$ cat src/rtl/sap_datapath_if.sv
// Sequencer/RAM-facing signal bundle of the SAP execution datapath.
// The master side drives the control word and RAM read data; the datapath is the slave.
interface sap_datapath_if;
  logic [14:0] ctrl;
  logic [3:0]  opcode;
  logic [3:0]  ram_addr;
  logic [7:0]  ram_rdata;
  logic [7:0]  ram_wdata;
  logic        ram_we;
  logic [7:0]  out_data;
  logic        out_valid;
  logic        carry;
  logic        zero;
  logic        halted;
  logic        bus_conflict;
  logic [7:0]  bus_dbg;

  modport master (
    output ctrl, ram_rdata,
    input  opcode, ram_addr, ram_wdata, ram_we, out_data, out_valid,
           carry, zero, halted, bus_conflict, bus_dbg
  );

  modport slave (
    input  ctrl, ram_rdata,
    output opcode, ram_addr, ram_wdata, ram_we, out_data, out_valid,
           carry, zero, halted, bus_conflict, bus_dbg
  );
endinterface

$ cat src/rtl/sap_datapath.sv
// SAP execution datapath: shared OR-bus, PC, MAR, IR, A/B, add/sub ALU and output register.
// Control word changes on negedge; all state updates on posedge.
module sap_datapath #(
   parameter int DATA_W = 8,
   parameter int ADDR_W = 4
) (
   input logic clk,
   input logic resetn,
   sap_datapath_if.slave dp
);

   logic [ADDR_W-1:0] pc;
   logic [ADDR_W-1:0] mar_addr;
   logic [DATA_W-1:0] mar_data;
   logic [DATA_W-1:0] ir;
   logic [DATA_W-1:0] a;
   logic [DATA_W-1:0] b;
   logic [DATA_W-1:0] out_data;
   logic              out_valid;
   logic              carry;
   logic              zero;
   logic              bus_conflict;
   logic              ir_seen;

   logic [DATA_W-1:0] bus;
   logic [DATA_W-1:0] alu;
   logic              alu_c;
   logic [DATA_W:0]   sum;
   logic [DATA_W-1:0] b_op;
   logic [2:0]        drv_cnt;

   // Control word decode; active-low fields are inverted here so everything below is active-high.
   logic pc_inc, drv_pc, pc_load, mar_addr_load, mar_mem_load;
   logic drv_ram, ir_load, drv_ir, a_load, drv_a, sub, drv_alu, b_load, out_load;

   assign pc_inc        = dp.ctrl[14];
   assign drv_pc        = dp.ctrl[13];
   assign pc_load       = dp.ctrl[12];
   assign mar_addr_load = ~dp.ctrl[11];
   assign mar_mem_load  = ~dp.ctrl[10];
   assign drv_ram       = ~dp.ctrl[9];
   assign ir_load       = ~dp.ctrl[7];
   assign drv_ir        = ~dp.ctrl[6];
   assign a_load        = ~dp.ctrl[5];
   assign drv_a         = dp.ctrl[4];
   assign sub           = dp.ctrl[3];
   assign drv_alu       = dp.ctrl[2];
   assign b_load        = ~dp.ctrl[1];
   assign out_load      = ~dp.ctrl[0];

   always_comb begin
      b_op  = sub ? ~b : b;
      sum   = {1'b0, a} + {1'b0, b_op} + {{DATA_W{1'b0}}, sub};
      alu   = sum[DATA_W-1:0];
      alu_c = sum[DATA_W];
   end

   // Wired-OR bus: overlapping drivers merge bitwise and are flagged separately.
   always_comb begin
      bus = '0;
      if (drv_pc)  bus = bus | {{(DATA_W-ADDR_W){1'b0}}, pc};
      if (drv_ram) bus = bus | dp.ram_rdata;
      if (drv_ir)  bus = bus | {{(DATA_W-ADDR_W){1'b0}}, ir[ADDR_W-1:0]};
      if (drv_a)   bus = bus | a;
      if (drv_alu) bus = bus | alu;
      drv_cnt = {2'b00, drv_pc} + {2'b00, drv_ram} + {2'b00, drv_ir}
              + {2'b00, drv_a} + {2'b00, drv_alu};
   end

   always_ff @(posedge clk or negedge resetn) begin
      if (!resetn) begin
         pc           <= '0;
         mar_addr     <= '0;
         mar_data     <= '0;
         ir           <= '0;
         a            <= '0;
         b            <= '0;
         out_data     <= '0;
         out_valid    <= 1'b0;
         carry        <= 1'b0;
         zero         <= 1'b0;
         bus_conflict <= 1'b0;
         ir_seen      <= 1'b0;
      end else begin
         if (pc_load)     pc <= bus[ADDR_W-1:0];
         else if (pc_inc) pc <= pc + 1'b1;
         if (mar_addr_load) mar_addr <= bus[ADDR_W-1:0];
         if (mar_mem_load)  mar_data <= bus;
         if (ir_load) begin
            ir      <= bus;
            ir_seen <= 1'b1;
         end
         if (a_load) begin
            a <= bus;
            // Flags only track arithmetic results written back into A.
            if (drv_alu) begin
               carry <= alu_c;
               zero  <= (alu == '0);
            end
         end
         if (b_load)   b <= bus;
         if (out_load) out_data <= bus;
         out_valid <= out_load;
         if (drv_cnt > 3'd1) bus_conflict <= 1'b1;
      end
   end

   assign dp.opcode       = ir[DATA_W-1:DATA_W-4];
   assign dp.ram_addr     = mar_addr;
   assign dp.ram_wdata    = mar_data;
   assign dp.ram_we       = ~dp.ctrl[8];
   assign dp.out_data     = out_data;
   assign dp.out_valid    = out_valid;
   assign dp.carry        = carry;
   assign dp.zero         = zero;
   assign dp.halted       = ir_seen & (ir[DATA_W-1:DATA_W-4] == 4'd0);
   assign dp.bus_conflict = bus_conflict;
   assign dp.bus_dbg      = bus;

endmodule
$ cat src/flat_wrapper.sv
// flat-port wrapper written by rule: the top's interface ports become plain ports
module sap_datapath_flat 
#(
   parameter int DATA_W = 8,
   parameter int ADDR_W = 4
)
  (clk, resetn, dp_ctrl, dp_ram_rdata, dp_opcode, dp_ram_addr, dp_ram_wdata, dp_ram_we, dp_out_data, dp_out_valid, dp_carry, dp_zero, dp_halted, dp_bus_conflict, dp_bus_dbg);
  sap_datapath_if dp_i ();
  input logic clk;
  input logic resetn;
  input wire logic [$bits(dp_i.ctrl)-1:0] dp_ctrl;
  input wire logic [$bits(dp_i.ram_rdata)-1:0] dp_ram_rdata;
  output wire logic [$bits(dp_i.opcode)-1:0] dp_opcode;
  output wire logic [$bits(dp_i.ram_addr)-1:0] dp_ram_addr;
  output wire logic [$bits(dp_i.ram_wdata)-1:0] dp_ram_wdata;
  output wire logic [$bits(dp_i.ram_we)-1:0] dp_ram_we;
  output wire logic [$bits(dp_i.out_data)-1:0] dp_out_data;
  output wire logic [$bits(dp_i.out_valid)-1:0] dp_out_valid;
  output wire logic [$bits(dp_i.carry)-1:0] dp_carry;
  output wire logic [$bits(dp_i.zero)-1:0] dp_zero;
  output wire logic [$bits(dp_i.halted)-1:0] dp_halted;
  output wire logic [$bits(dp_i.bus_conflict)-1:0] dp_bus_conflict;
  output wire logic [$bits(dp_i.bus_dbg)-1:0] dp_bus_dbg;
  assign dp_i.ctrl = dp_ctrl;
  assign dp_i.ram_rdata = dp_ram_rdata;
  assign dp_opcode = dp_i.opcode;
  assign dp_ram_addr = dp_i.ram_addr;
  assign dp_ram_wdata = dp_i.ram_wdata;
  assign dp_ram_we = dp_i.ram_we;
  assign dp_out_data = dp_i.out_data;
  assign dp_out_valid = dp_i.out_valid;
  assign dp_carry = dp_i.carry;
  assign dp_zero = dp_i.zero;
  assign dp_halted = dp_i.halted;
  assign dp_bus_conflict = dp_i.bus_conflict;
  assign dp_bus_dbg = dp_i.bus_dbg;
  sap_datapath #(.DATA_W(DATA_W), .ADDR_W(ADDR_W)) u_core (.clk(clk), .resetn(resetn), .dp(dp_i));
endmodule
$ cat config.mk
export PLATFORM = sky130hd
export DESIGN_NAME = sap_datapath_flat
export DESIGN_NICKNAME = d
export VERILOG_FILES = /design/src/rtl/sap_datapath_if.sv /design/src/rtl/sap_datapath.sv /design/src/flat_wrapper.sv
export SDC_FILE = /design/constraint.sdc
export NUM_CORES = 1
export LEC_CHECK = 0
export CORE_MARGIN = 8
export CORE_UTILIZATION = 54
export CTS_CLUSTER_SIZE = 28
export DETAILED_ROUTE_END_ITERATION = 7
export PLACE_DENSITY = 0.92
export SYNTH_ARGS = -nofsm -noshare
export SYNTH_HDL_FRONTEND = slang
export SYNTH_SLANG_ARGS = --single-unit
$ cat constraint.sdc
create_clock -name clk -period 6.35 [get_ports clk]
set_input_delay 1.27 -clock clk [delete_from_list [all_inputs] [get_ports clk]]
set_output_delay 1.27 -clock clk [all_outputs]
set_load 0.05 [all_outputs]
; After elaboration in Yosys (flattened, before gate mapping)
; Index checks and enable logic that the tools add are counted.
[word_totals]
regBits = 53
input_bits = 25
out_inout_bits = 38
elab_cells = 43
[classes]
add_sub_neg = 7
n_lt_le_gt_ge = 1
n_mux = 8
n_bitwise = 11
n_reduce_logical = 4
[op_table]
columns = cell, n
row1 = $mux W8, 5
row2 = $or A8 B8 Y8, 2
row3 = $mux W4, 3
row4 = $add A3 B1 Y3, 3
row5 = $add A8 B8 Y9, 1
row6 = $add A9 B1 Y9, 1
row7 = $logic_not A8 Y1, 1
row8 = $not A8 Y8, 1
row9 = $or A4 B8 Y8, 1
row10 = $or A8 B4 Y8, 1
row11 = $not A1 Y1, 5
row12 = $add A4 B1 Y4 const B, 1
row13 = $logic_not A4 Y1, 1
row14 = $gt A3 B1 Y1 const B, 1
row15 = $add A1 B1 Y2, 1
row16 = $reduce_and A2 Y1, 1
row17 = $reduce_bool A2 Y1, 1
row18 = $and A1 B1 Y1, 1

; Depth between registers and ports, before layout
[logic_depth]
word_depth = 10
depth_mapped = 9

; Worst setup path after synthesis
; No wires, ideal clock.
[synth_timing]
path_type = input to output
start = input dp_ctrl[3]
end = output dp_bus_dbg[7]
arrival_ps = 3351
required_ps = 5080
path_slack_ps = 1729
path_stages = 8
n_path_buf = 2
cell_sequence = buf_6 xor2_1 ha_1 buf_2 a21o_2 a31oi_1 o21ai_0 o31ai_2
[synth_via]
elab_chain_cells = 5
[synth_lines]
columns = item, line
row1 = start: declaration, flat_wrapper.sv:11  ; input wire logic [$bits(dp_i.ctrl)-1:0] dp_ctrl;
row2 = $mux W8, sap_datapath.sv:52  ; b_op = sub ? ~b : b;
row3 = $add A8 B8 Y9, sap_datapath.sv:53  ; sum = {1'b0, a} + {1'b0, b_op} + {{DATA_W{1'b0}}, sub};
row4 = $add A9 B1 Y9 (*), sap_datapath.sv:53
row5 = $or A8 B8 Y8 (*), sap_datapath.sv:65  ; if (drv_alu) bus = bus | alu;
row6 = $mux W8 (*), sap_datapath.sv:65
row7 = end: declaration, flat_wrapper.sv:23  ; output wire logic [$bits(dp_i.bus_dbg)-1:0] dp_bus_dbg;
; Every way passes the cells marked *; elsewhere a longest branch is shown, timed or not.

; Final worst setup path
[layout_timing]
start = input dp_ctrl[3]
end = output dp_bus_dbg[6]
; Same word-level chain as after synthesis.

==> impl_metrics.ini <==
[sta]
rsz0062_at_grt = no
finalCritPeriodShare_pct = 93.05
finClkSkew_ns = 0.004961
max_freq_ghz = 0.1692
final-hold-violation-count = 0
setup_viol = 0
slew_headroom_pct = 54.80
layout_min_cycle_time_ns = 5.909
fin_tns_setup_ns = 0
worst_pin_slew_ns = 0.6750
slew_viol_final = 0

[synth]
synth_commonest_cells = dfrtp_1 (53), mux2_2 (43), nand2_1 (12), ha_1 (11), xor2_1 (10)
async_reset_ff_share_pct = 100.0
synthesis.area_mm2 = 0.002825
syn_area_per_cell_um2 = 12.18
syn_inst = 232
synth_top_area_share_pct = 46.94
yosys_warnings = 0
synth_most_common_cell = dfrtp_1
ys_top_cells_by_area = dfrtp_1 (47%), mux2_2 (17%), ha_1 (4.9%), xor2_1 (3.1%), fa_1 (2.1%)
yosys-mux-area-fraction_pct = 18.87
syn-num-nets = 271
synth_xor_area_share_pct = 4.340
synth_simple_gate_area_share_pct = 7.662
synthAdderAreaFrac_pct = 6.997
synth_cell_types = 51
synth.largest_area_cell = dfrtp_1
ys_seq_area_share_pct = 46.94
ys_ff_latch = 53
synth_compound_area_share_pct = 10.85
synth_top_family_by_area = multiplexers
synth_flop_cell = dfrtp_1
synth-edff-count = 0

[clock_tree]
post_cts_resized = 0
cts_max_path_buffers = 2
postCtsSetupBuffers = 0
numClockSinks = 53
htree_levels = 2
cts_tree = done
cts-buffers-inserted = 5
clk_pin_slew_ns = 0.09
hold_buffers = 0
root_buffer = clkbuf_8
clock_latency_ns = 0.30

[run]
cap_viol_max_count = 0

[detailed_routing]
dr_total_vias = 2012
wl_mm = 6.621
final_antenna_net_count = 0
wl_per_cell_um = 18.34
wl_met3_um = 466
topRoutingLayerUsed = met4
vias_per_cell = 5.573
met1_length_mm = 2.741
first_pass_iters = 4
drtIter0Drc = 104
dr_wl_met2_mm = 3.347
drc = 0

[critical_path]
r2r_cells = 7
critPathLaunch = dp_ctrl[3]
slowest_delay_ns = 0.86
path_buf_inv = 3
cp_num_cells = 9
start_kind = primary input
r2r_slack_ns = 3.84
crit_top_cell = clkdlybuf4s50_1
r2r_end = u_core.dp.out_data[6]$_DFFE_PN0N_
crit_arrival_ns = 4.64
critical_path.endpoint = dp_bus_dbg[6]
cp_data_required_time_ns = 5.08
r2r-start = u_core.b[6]$_DFFE_PN0N_
worstSetupPathType = in -> out
path_cells = clkdlybuf4s50_1, xor2_1, inv_1, fa_1, nand3b_1, a211o_1, a31oi_1, a221o_1, clkdlybuf4s50_1
end_kind = output pin
cp_top_family = buffers and inverters
cp_slowest_cell = clkdlybuf4s50_1
worstPathMaxFanout = 8

[die]
rows = 26
fp.dieW_um = 88.33
coreArea_mm2 = 0.005075
io-pin-count = 63
die-area_mm2 = 0.007802
start_util_pct = 55.67
die_h_um = 88.33

[global_routing]
grt_max_degree = 54
grtUsageTotal_pct = 18.02
grt_pass1_vias = 2160
grt-ovfl-total = 0
antenna_found_initial = 0
grt_pass1_wl_mm = 10.86

[power]
irDropWorstVdd_mv = 0.5217
power_density_mw_per_mm2 = 494.1
total_leakage_power_uw = 0.001389

[cells_and_area]
final_util_pct = 70.00
drive_gt1_share_pct = 21.99
diodes = 0
syn2layout_area_growth_pct = 25.73
nNetsFinal = 329
fillers = 370

[placement]
portBuffers = 62
place.gp.congestion = 0.8581
hpwl_mm = 4.998

[min_path]
holdCritPathClass = reg -> reg

[outcome]
status = complete, no violations
## power breakdown
group | leakage [uW] | internal, uW | switching [uW]
sequential | 0.000549 | 437 | 72.9
combinational | 0.000796 | 418 | 637
clock | 0.0000445 | 78.5 | 112
total | 0.00139 | 934 | 822
## through the flow
| stage | setup WS (ns) | std cells | power, uW | cell area (um2) | hold WS [ns] |
|---|---|---|---|---|---|
| floorplan | 1.729 | 232 | 1282 | 2825 | 0.4252 |
| global placement | 0.5477 | 353 | 1531 | 3462 | 0.4429 |
| detailed placement | 0.4603 | 353 | 1564 | 3462 | 0.4458 |
| CTS | 0.4143 | 361 | 1760 | 3552 | 0.4728 |
| global route | 0.2843 | 361 | 1857 | 3552 | 0.4838 |
| finish | 0.4413 | 361 | 1755 | 3552 | 0.4723 |
## layer usage
metal / vias up / global-route usage (%)
li1: 956 / -
met1: 993 / 21.37
met2: 57 / 30.35
met3: 6 / 5.292
met4: 0 / 6.144
met5: - / 0
## worst min-delay path by stage
stage	start	to	slack, ns	cells after the start
finish	u_core.dp.bus_conflict$_DFFE_PN0N_	u_core.dp.bus_conflict$_DFFE_PN0N_	0.47	1
global placement	u_core.ir_seen$_DFFE_PN0N_	u_core.ir_seen$_DFFE_PN0N_	0.44	1
detailed placement	u_core.ir_seen$_DFFE_PN0N_	u_core.ir_seen$_DFFE_PN0N_	0.45	1
CTS	u_core.ir_seen$_DFFE_PN0N_	u_core.ir_seen$_DFFE_PN0N_	0.47	1
global route	u_core.dp.bus_conflict$_DFFE_PN0N_	u_core.dp.bus_conflict$_DFFE_PN0N_	0.48	1
floorplan	u_core.ir_seen$_DFFE_PN0N_	u_core.ir_seen$_DFFE_PN0N_	0.43	1
## layout by cell type, fill, tap and decap left out, types with 3 or more instances in the layout
cell type / n
nand2b_1: 3
fa_1: 3
a21oi_1: 4
clkbuf_8: 5
ha_1: 11
xnor2_1: 4
o21ai_0: 8
nand3_1: 3
a22oi_1: 6
mux2_2: 43
nand2_1: 12
xor2_1: 10
nand4_1: 3
clkdlybuf4s50_1: 61
or3_1: 3
nor2b_1: 3
dfrtp_1: 53
inv_1: 9
nor2_1: 3
## sequential cells by signal (all words and copies together) (netlist names)
signal and cells:
u_core.a 8, u_core.b 8, u_core.dp.bus_conflict 1, u_core.dp.carry 1
u_core.dp.out_data 8, u_core.dp.out_valid 1, u_core.dp.ram_addr 4, u_core.dp.ram_wdata 8
u_core.dp.zero 1, u_core.ir 8, u_core.ir_seen 1, u_core.pc 4
## area by class of cell
class	instances	area (um2)	area share, %
inverters	11	41.29	1.162
clock buffers	5	68.82	1.937
multi-input cells	155	1376	38.75
clock inverters	3	21.27	0.5988
flip-flops and latches	53	1326	37.34
repair buffers	64	630.6	17.75
well taps	70	87.58	2.466
## worst register-to-register path: stages (launching register included)
cell and delay [ns]:
dfrtp_1 0.40, xor2_1 0.19, ha_1 0.49, and3b_1 0.23, a2111oi_2 0.25, a31oi_1 0.14, a221o_1 0.39, mux2_2 0.32
## kinds of logic (layout without fill, tap and decap cells)
logic type | Yosys count | after routing
and+or+nand+nor | 40 | 40
DFF | 53 | 53
AOI/OAI and AO/OA | 40 | 40
adders and majority gates | 14 | 14
xor gates and xnor gates | 14 | 14
muxes | 47 | 47
buffers and inverters | 24 | 83
(Power assumes the default switching activity.)
